===== src/rtl/dram_store_buffer.sv =====
// Posted-write FIFO between the store lane aligner and the DRAM write port.
// Drains stores in program order and flags loads that hit a pending store word.
module dram_store_buffer #(
    parameter int DEPTH = 4,
    parameter int AW    = 32
) (
    input  logic                     clk,
    input  logic                     rst,
    input  logic                     in_valid,
    output logic                     in_ready,
    input  logic [AW-1:0]            in_addr,
    input  logic [3:0]               in_wmask,
    input  logic [31:0]              in_wdata,
    output logic                     mem_wvalid,
    input  logic                     mem_wready,
    output logic [AW-1:0]            mem_waddr,
    output logic [3:0]               mem_wmask,
    output logic [31:0]              mem_wdata,
    input  logic [AW-1:0]            ld_addr,
    output logic                     ld_hit,
    output logic                     empty,
    output logic [$clog2(DEPTH):0]   count
);
    localparam int PW = $clog2(DEPTH);
    localparam logic [PW:0] FULL_COUNT = (PW+1)'(DEPTH);

    // Handshake: a beat transfers on any edge where valid and ready are both
    // high; once mem_wvalid rises the head stays put until mem_wready takes it.
    logic [AW-3:0] addr_q [DEPTH];
    logic [3:0]    mask_q [DEPTH];
    logic [31:0]   data_q [DEPTH];
    logic [DEPTH-1:0] valid_q;
    logic [PW-1:0] wr_ptr;
    logic [PW-1:0] rd_ptr;
    logic          push;
    logic          pop;
    logic          unused_low;

    assign unused_low = ^{in_addr[1:0], ld_addr[1:0]};

    // Ready comes only from the registered count, so a pop never frees a slot
    // for a push in the same cycle.
    assign in_ready   = (count != FULL_COUNT);
    assign empty      = (count == '0);
    assign mem_wvalid = !empty;
    assign push       = in_valid && in_ready && (in_wmask != 4'b0000);
    assign pop        = mem_wvalid && mem_wready;

    assign mem_waddr = mem_wvalid ? {addr_q[rd_ptr], 2'b00} : '0;
    assign mem_wmask = mem_wvalid ? mask_q[rd_ptr] : 4'b0000;
    assign mem_wdata = mem_wvalid ? data_q[rd_ptr] : 32'h0;

    always_comb begin
        ld_hit = push && (in_addr[AW-1:2] == ld_addr[AW-1:2]);
        for (int i = 0; i < DEPTH; i++) begin
            if (valid_q[i] && (addr_q[i] == ld_addr[AW-1:2])) begin
                ld_hit = 1'b1;
            end
        end
    end

    always_ff @(posedge clk) begin
        if (push) begin
            addr_q[wr_ptr] <= in_addr[AW-1:2];
            mask_q[wr_ptr] <= in_wmask;
            data_q[wr_ptr] <= in_wdata;
        end
    end

    always_ff @(posedge clk) begin
        if (rst) begin
            wr_ptr  <= '0;
            rd_ptr  <= '0;
            count   <= '0;
            valid_q <= '0;
        end else begin
            if (push) begin
                wr_ptr          <= wr_ptr + 1'b1;
                valid_q[wr_ptr] <= 1'b1;
            end
            if (pop) begin
                rd_ptr          <= rd_ptr + 1'b1;
                valid_q[rd_ptr] <= 1'b0;
            end
            case ({push, pop})
                2'b10:   count <= count + 1'b1;
                2'b01:   count <= count - 1'b1;
                default: count <= count;
            endcase
        end
    end
endmodule


===== config.mk =====
export PLATFORM = sky130hd
export DESIGN_NAME = dram_store_buffer
export DESIGN_NICKNAME = d
export VERILOG_FILES = /design/src/rtl/dram_store_buffer.sv
export SDC_FILE = /design/constraint.sdc
export NUM_CORES = 1
export LEC_CHECK = 0
export BUFFER_PORTS_ARGS = -buffer_cell sky130_fd_sc_hd__buf_2
export CAP_MARGIN = 5
export CORE_UTILIZATION = 60
export CTS_BUF_LIST = sky130_fd_sc_hd__clkbuf_8
export CTS_CLUSTER_SIZE = 40
export DETAILED_ROUTE_END_ITERATION = 10
export GPL_ROUTABILITY_DRIVEN = 0
export GPL_TIMING_DRIVEN = 0
export PLACE_DENSITY = 0.86
export SYNTH_ARGS = -nofsm -noshare
export SYNTH_HDL_FRONTEND = slang
export SYNTH_SLANG_ARGS = --single-unit

===== constraint.sdc =====
create_clock -name clk -period 5.5 [get_ports clk]
set_input_delay 0.275 -clock clk [delete_from_list [all_inputs] [get_ports clk]]
set_output_delay 0.275 -clock clk [all_outputs]
set_load 0.02 [all_outputs]

Word level (Yosys, flattened, before mapping). Memories as Yosys holds them, arrays and structs flattened. A register that Yosys moved wholly into a read port is not among the register bits. Index checks and enable logic that the tools add are counted.

Reductions and logical operators: 14. Bitwise logic cells: 3. Div/mod/pow operators: 0. Shift operators: 0. $lt $le $gt $ge: 4. Add/subtract/negate cells: 4. Mux-type cells: 23. $mul: 0. Equal/unequal tests: 8.

Operator list (number): equality test 30 bit (5); two-way mux 32 bit (2); two-way mux 4 bit (4); two-way mux 2 bit (6); logical AND 1 bit (10); two-way mux 1 bit (8); < comparator 2 x 3 -> 1 bit (second input constant) (2); case mux 3 bit (2 select lines) (1); adder 2 x 1 -> 2 bit (second input constant) (2); bitwise AND 4 bit (1); demux 1 bit (select 2 bit) (2); >= comparator 2 x 1 -> 1 bit (second input constant) (2); inverter 4 bit (1); OR 4 bit (1); nonzero test 4 bit (1); adder 3 x 1 -> 3 bit (second input constant) (1); zero test 3 bit (1); inequality test 3 bit (second input constant) (1); subtractor 3 x 1 -> 3 bit (second input constant) (1); equality test 2 x 1 -> 1 bit (second input constant) (1); equality test 2 bit (second input constant) (1); nonzero test 2 bit (1); zero test 1 bit (1).

Latch bits: 0. Logic and storage cells: 63. Memory bits (read-only): 0. Memory bits (writable): 264. Memories kept: 3. Register bits after elaboration: 11.

Memories: data_q (depth 4, bits a word 32, read ports 1, clocked after Yosys merged registers in 1, write ports 1, RTL line 31) `logic [31:0] data_q [DEPTH];`; addr_q (depth 4, bits a word 30, read ports 5, clocked after Yosys merged registers in 1, write ports 1, RTL line 29) `logic [AW-3:0] addr_q [DEPTH];`; mask_q (depth 4, bits a word 4, read ports 1, clocked after Yosys merged registers in 1, write ports 1, RTL line 30) `logic [3:0] mask_q [DEPTH];`.

Depth between registers and ports, before layout. Gate-level depths: netlist (run 1).

Word-level depth: 9. Depth in mapped cells: 9. Mapped depth without buffers: 9.

Worst setup path before layout (run 1). No wires, ideal clock.

Path kind: register to register. Start point: register count[0]. End point: memory addr_q[0][0] (netlist name) (enable). Path slack: 2.554 ns. Library setup time: 0.432 ns. Period minus slack after synthesis: 2.946 ns. Path buffers: 0. Stages on the path, launching flop included: 4. Data arrival time: 2.514 ns. Cells stage by stage: dfxtp_1 > nor2_1 > a21oi_2 > and2_1.

Longest elaborated chain between the ends: 5.

Ends and longest elaborated chain: start, declared (RTL line 22) `output logic [$clog2(DEPTH):0] count`; start signal, assigned (RTL line 86) `2'b10: count <= count + 1'b1;`; start signal, assigned (RTL line 87) `2'b01: count <= count - 1'b1;`; start signal, assigned (RTL line 88) `default: count <= count;`; inequality test 3 bit (RTL line 43) `assign in_ready = (count != FULL_COUNT);`; logical AND 1 bit (2 in series) (RTL line 46) `assign push = in_valid && in_ready && (in_wmask != 4'b0000);`; two-way mux 1 bit (RTL line 63) `if (push) begin`; two-way mux 1 bit (implied by the code) (RTL line 64) `addr_q[wr_ptr] <= in_addr[AW-1:2];`; end, declared (RTL line 29).

No other way between the ends.

Final worst setup path (run 1).
Start point: register count[2]. End point: output mem_wdata[18].

Longest elaborated chain between the ends: 2.

Ends and longest elaborated chain: zero test 3 bit (RTL line 44) `assign empty = (count == '0);`; two-way mux 32 bit (RTL line 51) `assign mem_wdata = mem_wvalid ? data_q[rd_ptr] : 32'h0;`; end, declared (RTL line 18) `output logic [31:0] mem_wdata,`.

No other way between the ends.

==> impl_metrics.env, run 1 <==
export IMPL_outcome="finished clean"
export IMPL_place_inst=1141
export IMPL_ioPinCount=179
export IMPL_setup_violations=0
export IMPL_rsz0062_at_grt="no"
export IMPL_wirelength_um=29400
export IMPL_vias=7275
export IMPL_synth_area_um2=12400
export IMPL_synth_compound_area_share_pct=0.767
export IMPL_numCtsBuffers=44
export IMPL_yosysSeqAreaShare_pct=66.0
export IMPL_grt_pass1_vias=7708
export IMPL_finalHoldViolations=0
export IMPL_postSynthAreaPerCell_um2=17.1
export IMPL_tightestPinTransition_ns=0.808
export IMPL_cts_root_buffer="clkbuf_8"
export IMPL_hpwlAfterDp_um=19400
export IMPL_via_per_inst=5.66
export IMPL_skew_ns=0.0272
export IMPL_combinationalPowerShare_pct=36.2
export IMPL_clock_latency_ns=0.55
export IMPL_slew_violations=0
export IMPL_cts_setup_buffers=0
export IMPL_first_pass_iters=5
export IMPL_min_period_ns=2.83
export IMPL_cts_max_level=2
export IMPL_peakVddDrop_v=0.000364
export IMPL_leakage_nw=5.20
export IMPL_antenna_found_initial=1
export IMPL_drc_errors=0
export IMPL_cap_viol_max_count=0
export IMPL_ctsLongestPathBuffers=3
export IMPL_ys_seq_elements=277
export IMPL_nets=1098
export IMPL_drt_iter0_drc=592
export IMPL_intPower_mw=4.36
export IMPL_cp_start_kind="flip-flop"
export IMPL_synth_top_family_by_area="multiplexers"
export IMPL_pwr_share_seq_pct=39.9
export IMPL_yosys_area_top_type_share_pct=63.9
export IMPL_power_density_nw_per_um2=442
export IMPL_synth_area_leaders="edfxtp_1 64%, mux4_2 12%, xnor2_1 9.2%"
export IMPL_drtAntennaViolNets=0
export IMPL_synth_top_area_cell="edfxtp_1"
export IMPL_worstPathArrival_ns=2.55
export IMPL_crit_type="reg -> out"
export IMPL_relSlewSlack_pct=46.1
export IMPL_gr_total_overflow=0
export IMPL_switching_share_pct=34.3
export IMPL_cts_tree="built"
export IMPL_yosysWarnings=0
export IMPL_critPathCaptureType="output pin"
export IMPL_syn_to_final_growth_pct=21.2
export IMPL_netlist_instances=724
export IMPL_synth_area_mux_share_pct=12.1
export IMPL_max_freq_mhz=354
export IMPL_grt_usage_pct=28.3
export IMPL_yosys_area_share_simple_pct=6.65
export IMPL_cp_data_required_time_ns=5.22
export IMPL_die_area_um2=21200
export IMPL_drive_gt1_share_pct=28.9
export IMPL_fp_dieH_um=146
export IMPL_synth_fa_ha_area_share_pct=1.07
export IMPL_synthXorXnorAreaFrac_pct=10.9
export IMPL_initial_core_util_pct=61.3
export IMPL_portBuffers=142
export IMPL_cts_sinks=277
export IMPL_crit_path_max_fanout=10
export IMPL_yosysUniqueCellTypes=29
export IMPL_stdcell_count=1285
export IMPL_rows=52
export IMPL_clock_power_share_pct=23.9
export IMPL_clk_pin_slew_ns=0.05
export IMPL_hp_class="in -> reg"
export IMPL_fin_setup_tns_ns=0
export IMPL_die_w_um=146
export IMPL_fin_crit_sh_pct=51.4
export IMPL_fp_coreArea_um2=20200
export IMPL_grt_pass1_wl_um=43800
export IMPL_netSwitchingPower_mw=2.28
export IMPL_wl_per_cell_um=22.9
export IMPL_grt_max_degree=56
-- synthesized netlist by cell type --
| master | instances |
|---|---|
| xor2_1 | 24 |
| a21oi_2 | 1 |
| a22oi_1 | 1 |
| xnor2_1 | 130 |
| nand3_1 | 3 |
| buf_2 | 12 |
| a21oi_1 | 7 |
| buf_6 | 6 |
| mux4_2 | 66 |
| fa_1 | 1 |
| edfxtp_1 | 264 |
| or3_1 | 1 |
| o21ai_0 | 1 |
| and2_1 | 70 |
| or3_4 | 1 |
| dfxtp_1 | 13 |
| nand4_1 | 34 |
| mux2i_1 | 1 |
| clkbuf_1 | 35 |
| nor2_1 | 10 |
| o21a_1 | 4 |
| o41ai_1 | 1 |
| nor4_1 | 14 |
| nand2_1 | 2 |
| inv_1 | 9 |
| buf_4 | 2 |
| and2_4 | 1 |
| ha_1 | 9 |
| conb_1 | 1 |
-- per-layer routing --
metal | vias to the layer above | wire length (um) | share of wire (%) | track usage, %
met5 | - | 0 | 0 | 0
met2 | 378 | 15000 | 51 | 48.3
met4 | 0 | 732 | 2.5 | 9.63
met1 | 3578 | 11000 | 37 | 35.6
li1 | 3267 | - | - | -
met3 | 52 | 2710 | 9.2 | 6.80
-- cell usage in the layout, fill, tap and decap left out, drive strengths merged --
cell         netlist  final
or3                2      2
dlygate4sd3        0     67
nor2              10     10
nand3              3      3
o41ai              1      1
mux2i              1      1
nand4             34     34
edfxtp           264    264
buf               20    166
ha                 9      9
nand2              2      2
fa                 1      1
diode              0      1
mux4              66     66
a21oi              8      8
inv                9     26
clkinvlp           0      1
o21ai              1      1
xor2              24     24
dfxtp             13     13
nor4              14     14
clkbuf            35     84
a22oi              1      1
clkinv             0      9
o21a               4      4
xnor2            130    130
and2              71     71
conb               1      2
-- cells by family (layout without fill, tap and decap cells) --
family                   Yosys count  in the layout
flip-flops                       277            277
multiplexers                      67             67
AND/OR/NAND/NOR                  136            136
buffers and inverters             64            353
XOR/XNOR                         154            154
AO/OA/AOI/OAI                     15             15
other                              1              3
adder cells (fa/ha/maj)           10             10
-- final timing paths --
path | startpoint | endpoint | slack (ns) | cells past startpoint
setup / recovery | count[2] | mem_wdata[18] | 2.67 | 5
setup reg to reg | count[0] | addr_q[0][22] | 3.32 | 4
hold / removal | mem_wready | rd_ptr[0] | 0.24 | 5
hold reg to reg | valid_q[2] | valid_q[2] | 0.48 | 1
-- cell type report --
type | count | area (um2)
buffer | 55 | 274
sequential | 277 | 8190
multi-input combinational | 384 | 3920
antenna | 1 | 2.50
timing repair buffer | 213 | 1490
tap | 270 | 338
fill | 1213 | 5200
clock inverter | 27 | 114
clock buffer | 49 | 674
inverter | 9 | 33.8
-- what timing repair did --
item                                   in CTS  in global routing
resized for setup                           0                  0
endpoints found under the hold margin     263                  0
hold buffers                               67                  0
-- per-stage QoR --
step | area (um2) | setup slack, ns | hold WS [ns] | utilization, % | power (mW)
6_report | 15000 | 2.67 | 0.237 | 74.3 | 6.64
5_1_grt | 15000 | 2.59 | 0.264 | 74.3 | 6.91
4_1_cts | 15000 | 2.72 | 0.214 | 74.3 | 6.65
3_5_place_dp | 13600 | 2.71 | 0.459 | 67.1 | 5.04
3_3_place_gp | 13400 | 1.25 | 0.450 | 66.5 | 4.99
2_1_floorplan | 12400 | 2.55 | 0.374 | - | 4.26
-- power by group through the flow --
| stage | combinational (mW) | sequential (mW) | clock (mW) |
|---|---|---|---|
| after CTS | 2.41 | 2.64 | 1.59 |
| after global placement | 2.30 | 2.70 | 0 |
| after global routing | 2.55 | 2.66 | 1.70 |
| after detailed placement | 2.36 | 2.68 | 0 |
| after floorplan | 1.58 | 2.68 | 0 |
| final | 2.40 | 2.65 | 1.59 |
-- registers in the layout, summed over array words and instances (netlist names), named ones only --
| signal | count |
|---|---|
| data_q | 128 |
| addr_q | 120 |
| mask_q | 16 |
| valid_q | 4 |
| count | 3 |
| rd_ptr | 2 |
| wr_ptr | 2 |
-- critical path, cell delays in order (launching register included) --
cell and delay (ns):
dfxtp_1 0.41, or3_4 0.22, clkbuf_1 0.50, clkbuf_1 0.45, and2_1 0.24, buf_2 0.18
(Power assumes the default switching activity.)
==> run 2: changes to the inputs <==
--- a/config.mk
+++ b/config.mk
@@ -7,13 +7,13 @@
 export LEC_CHECK = 0
 export BUFFER_PORTS_ARGS = -buffer_cell sky130_fd_sc_hd__buf_2
 export CAP_MARGIN = 5
-export CORE_UTILIZATION = 60
+export CORE_UTILIZATION = 59
 export CTS_BUF_LIST = sky130_fd_sc_hd__clkbuf_8
 export CTS_CLUSTER_SIZE = 40
 export DETAILED_ROUTE_END_ITERATION = 10
 export GPL_ROUTABILITY_DRIVEN = 0
 export GPL_TIMING_DRIVEN = 0
-export PLACE_DENSITY = 0.86
+export PLACE_DENSITY = 0.85
 export SYNTH_ARGS = -nofsm -noshare
 export SYNTH_HDL_FRONTEND = slang
 export SYNTH_SLANG_ARGS = --single-unit
==> constraint.sdc (replaced) <==
create_clock -name clk -period 2.6 [get_ports clk]
set_input_delay 0.13 -clock clk [delete_from_list [all_inputs] [get_ports clk]]
set_output_delay 0.13 -clock clk [all_outputs]
set_load 0.02 [all_outputs]
==> run 2 against run 1 <==
Net effect: global-route usage increased by 0.38 points; register-to-register slack got worse by 3.0 ns; critical path depth unchanged; hold slack got worse by 0.14 ns; clock-buffer cell count decreased by 3; sequential share of layout area increased by 0.13 points; largest cell class unchanged; via count increased by 0.98%; final area decreased by 0.24%; highest routed layer is now met5; clock power increased by 110%; total power increased by 110%.
==> impl_metrics.env, run 2 (synthesis gave the netlist of run 1 again) <==
export IMPL_stdcell_count=1282
export IMPL_rows=52
export IMPL_vias=7346
export IMPL_gr_total_overflow=0
export IMPL_max_freq_mhz=402
export IMPL_reg_top3="data_q x128, addr_q x120, mask_q x16"
export IMPL_final_util_pct=73.4
export IMPL_cts_root_buffer="clkbuf_8"
export IMPL_hpwlAfterDp_um=19400
export IMPL_drc_errors=0
export IMPL_gr_usage_met2_pct=48.3
export IMPL_leakage_nw=5.19
export IMPL_worstPathArrival_ns=2.36
export IMPL_grt_max_degree=48
export IMPL_fin_crit_sh_pct=95.7
export IMPL_ioPinCount=179
export IMPL_critPathMaxStageDelay_ns=0.37
export IMPL_initial_core_util_pct=60.7
export IMPL_cts_max_level=2
export IMPL_cts_sinks=277
export IMPL_cp_data_required_time_ns=2.47
export IMPL_first_pass_iters=5
export IMPL_numCtsBuffers=43
export IMPL_portBuffers=142
export IMPL_drtAntennaViolNets=0
export IMPL_multi_input_area_um2=3920
export IMPL_place_inst=1141
export IMPL_fill_cells=1265
export IMPL_crit_top_cell="buf_2"
export IMPL_regMostFlops="data_q"
export IMPL_grtUsageMet3_pct=7.20
export IMPL_grt_util_met1_pct=36.1
export IMPL_cp_start_kind="flip-flop"
export IMPL_final_cell_mix="264 x edfxtp_1, 154 x buf_2, 130 x xnor2_1, 67 x dlygate4sd3_1"
export IMPL_largest_register_ffs=128
export IMPL_grt_pass1_vias=7928
export IMPL_crit_path_max_fanout=10
export IMPL_via_per_inst=5.73
export IMPL_final_common_cell="edfxtp_1"
export IMPL_rsz0062_at_grt="no"
export IMPL_drt_iter0_drc=504
export IMPL_cts_tree="built"
export IMPL_wl_per_cell_um=23.3
export IMPL_clock_latency_ns=0.55
export IMPL_cap_viol_max_count=0
export IMPL_grt_usage_pct=28.6
export IMPL_die_w_um=147
export IMPL_busiest_layer="met2"
export IMPL_path_cells="buf_2 -> buf_2 -> mux4_2 -> and2_1 -> buf_2"
export IMPL_wirelength_um=29900
export IMPL_hp_class="in -> reg"
export IMPL_critPathCaptureType="output pin"
export IMPL_final_area_um2=15000
export IMPL_fp_dieH_um=147
export IMPL_ctsLongestPathBuffers=3
export IMPL_fp_coreArea_um2=20400
export IMPL_skew_ns=0.0161
export IMPL_finalHoldViolations=0
export IMPL_grt_pass1_wl_um=45000
export IMPL_ff_latch_area_um2=8190
export IMPL_tightestPinTransition_ns=0.739
export IMPL_cts_setup_buffers=0
export IMPL_power_density_nw_per_um2=930
export IMPL_relSlewSlack_pct=50.7
export IMPL_syn_to_final_growth_pct=21.0
export IMPL_fin_hold_ws_ns=0.100
export IMPL_dpl_cell_area_um2=13600
export IMPL_setup_violations=0
export IMPL_crit_type="reg -> out"
export IMPL_fin_setup_tns_ns=0
export IMPL_clk_pin_slew_ns=0.06
export IMPL_crit_slowest_cell="dfxtp_1"
export IMPL_antenna_found_initial=3
export IMPL_drive_gt1_share_pct=28.6
export IMPL_min_period_ns=2.49
export IMPL_slew_violations=0
export IMPL_nets=1096
export IMPL_outcome="finished clean"
export IMPL_die_area_um2=21600
export IMPL_peakVddDrop_v=0.000834
-- run 2: final cells by class --
cell class              instances  area share, %
flip-flops and latches        277           54.6
plain buffers                  54           1.80
well taps                     270           2.25
clock inverters                27          0.751
clock buffers                  46           4.22
repair buffers                213           9.95
diodes                          2         0.0334
inverters                       9          0.225
multi-input cells             384           26.2
-- run 2: critical path, delay by kind of cell, from the launching register on --
family | cells | cell delay [ns]
buffers and inverters | 3 | 0.87
DFF | 1 | 0.37
muxes | 1 | 0.37
and+or+nand+nor | 1 | 0.20
-- run 2: metrics by stage --
stage | setup slack (ns) | total power, mW
CTS | 0.0473 | 13.9
detailed placement | 0.107 | 10.7
global placement | -0.335 | 10.5
global route | 0.0339 | 14.6
floorplan | 0.374 | 8.99
finish | 0.112 | 13.9
-- run 2: worst paths after layout --
kind	startpoint	endpoint	slack [ns]	cells after the start
setup / recovery	flip-flop	mem_waddr[27]	0.11	5
hold / removal	mem_wready	rd_ptr[0]	0.10	5
setup reg to reg	count[2]	count[2]	0.30	9
hold reg to reg	valid_q[1]	valid_q[1]	0.50	1
-- run 2: metal layers --
layer / part of all wire [%] / routed length (um)
met5: 0.043 / 13
met2: 51 / 15300
met3: 8.7 / 2600
met4: 2.8 / 826
met1: 37 / 11200
-- run 2: repair_timing --
action | in CTS | in global routing
hold endpoints to repair | 266 | 0
setup endpoints to repair | 20 | 1
hold buffers | 67 | 0
gates resized for setup | 0 | 1
-- run 2: report_power, final --
group,internal [mW],switching (mW),total [mW]
combinational,2.11,2.97,5.08
clock,1.63,1.63,3.26
sequential,5.39,0.211,5.60
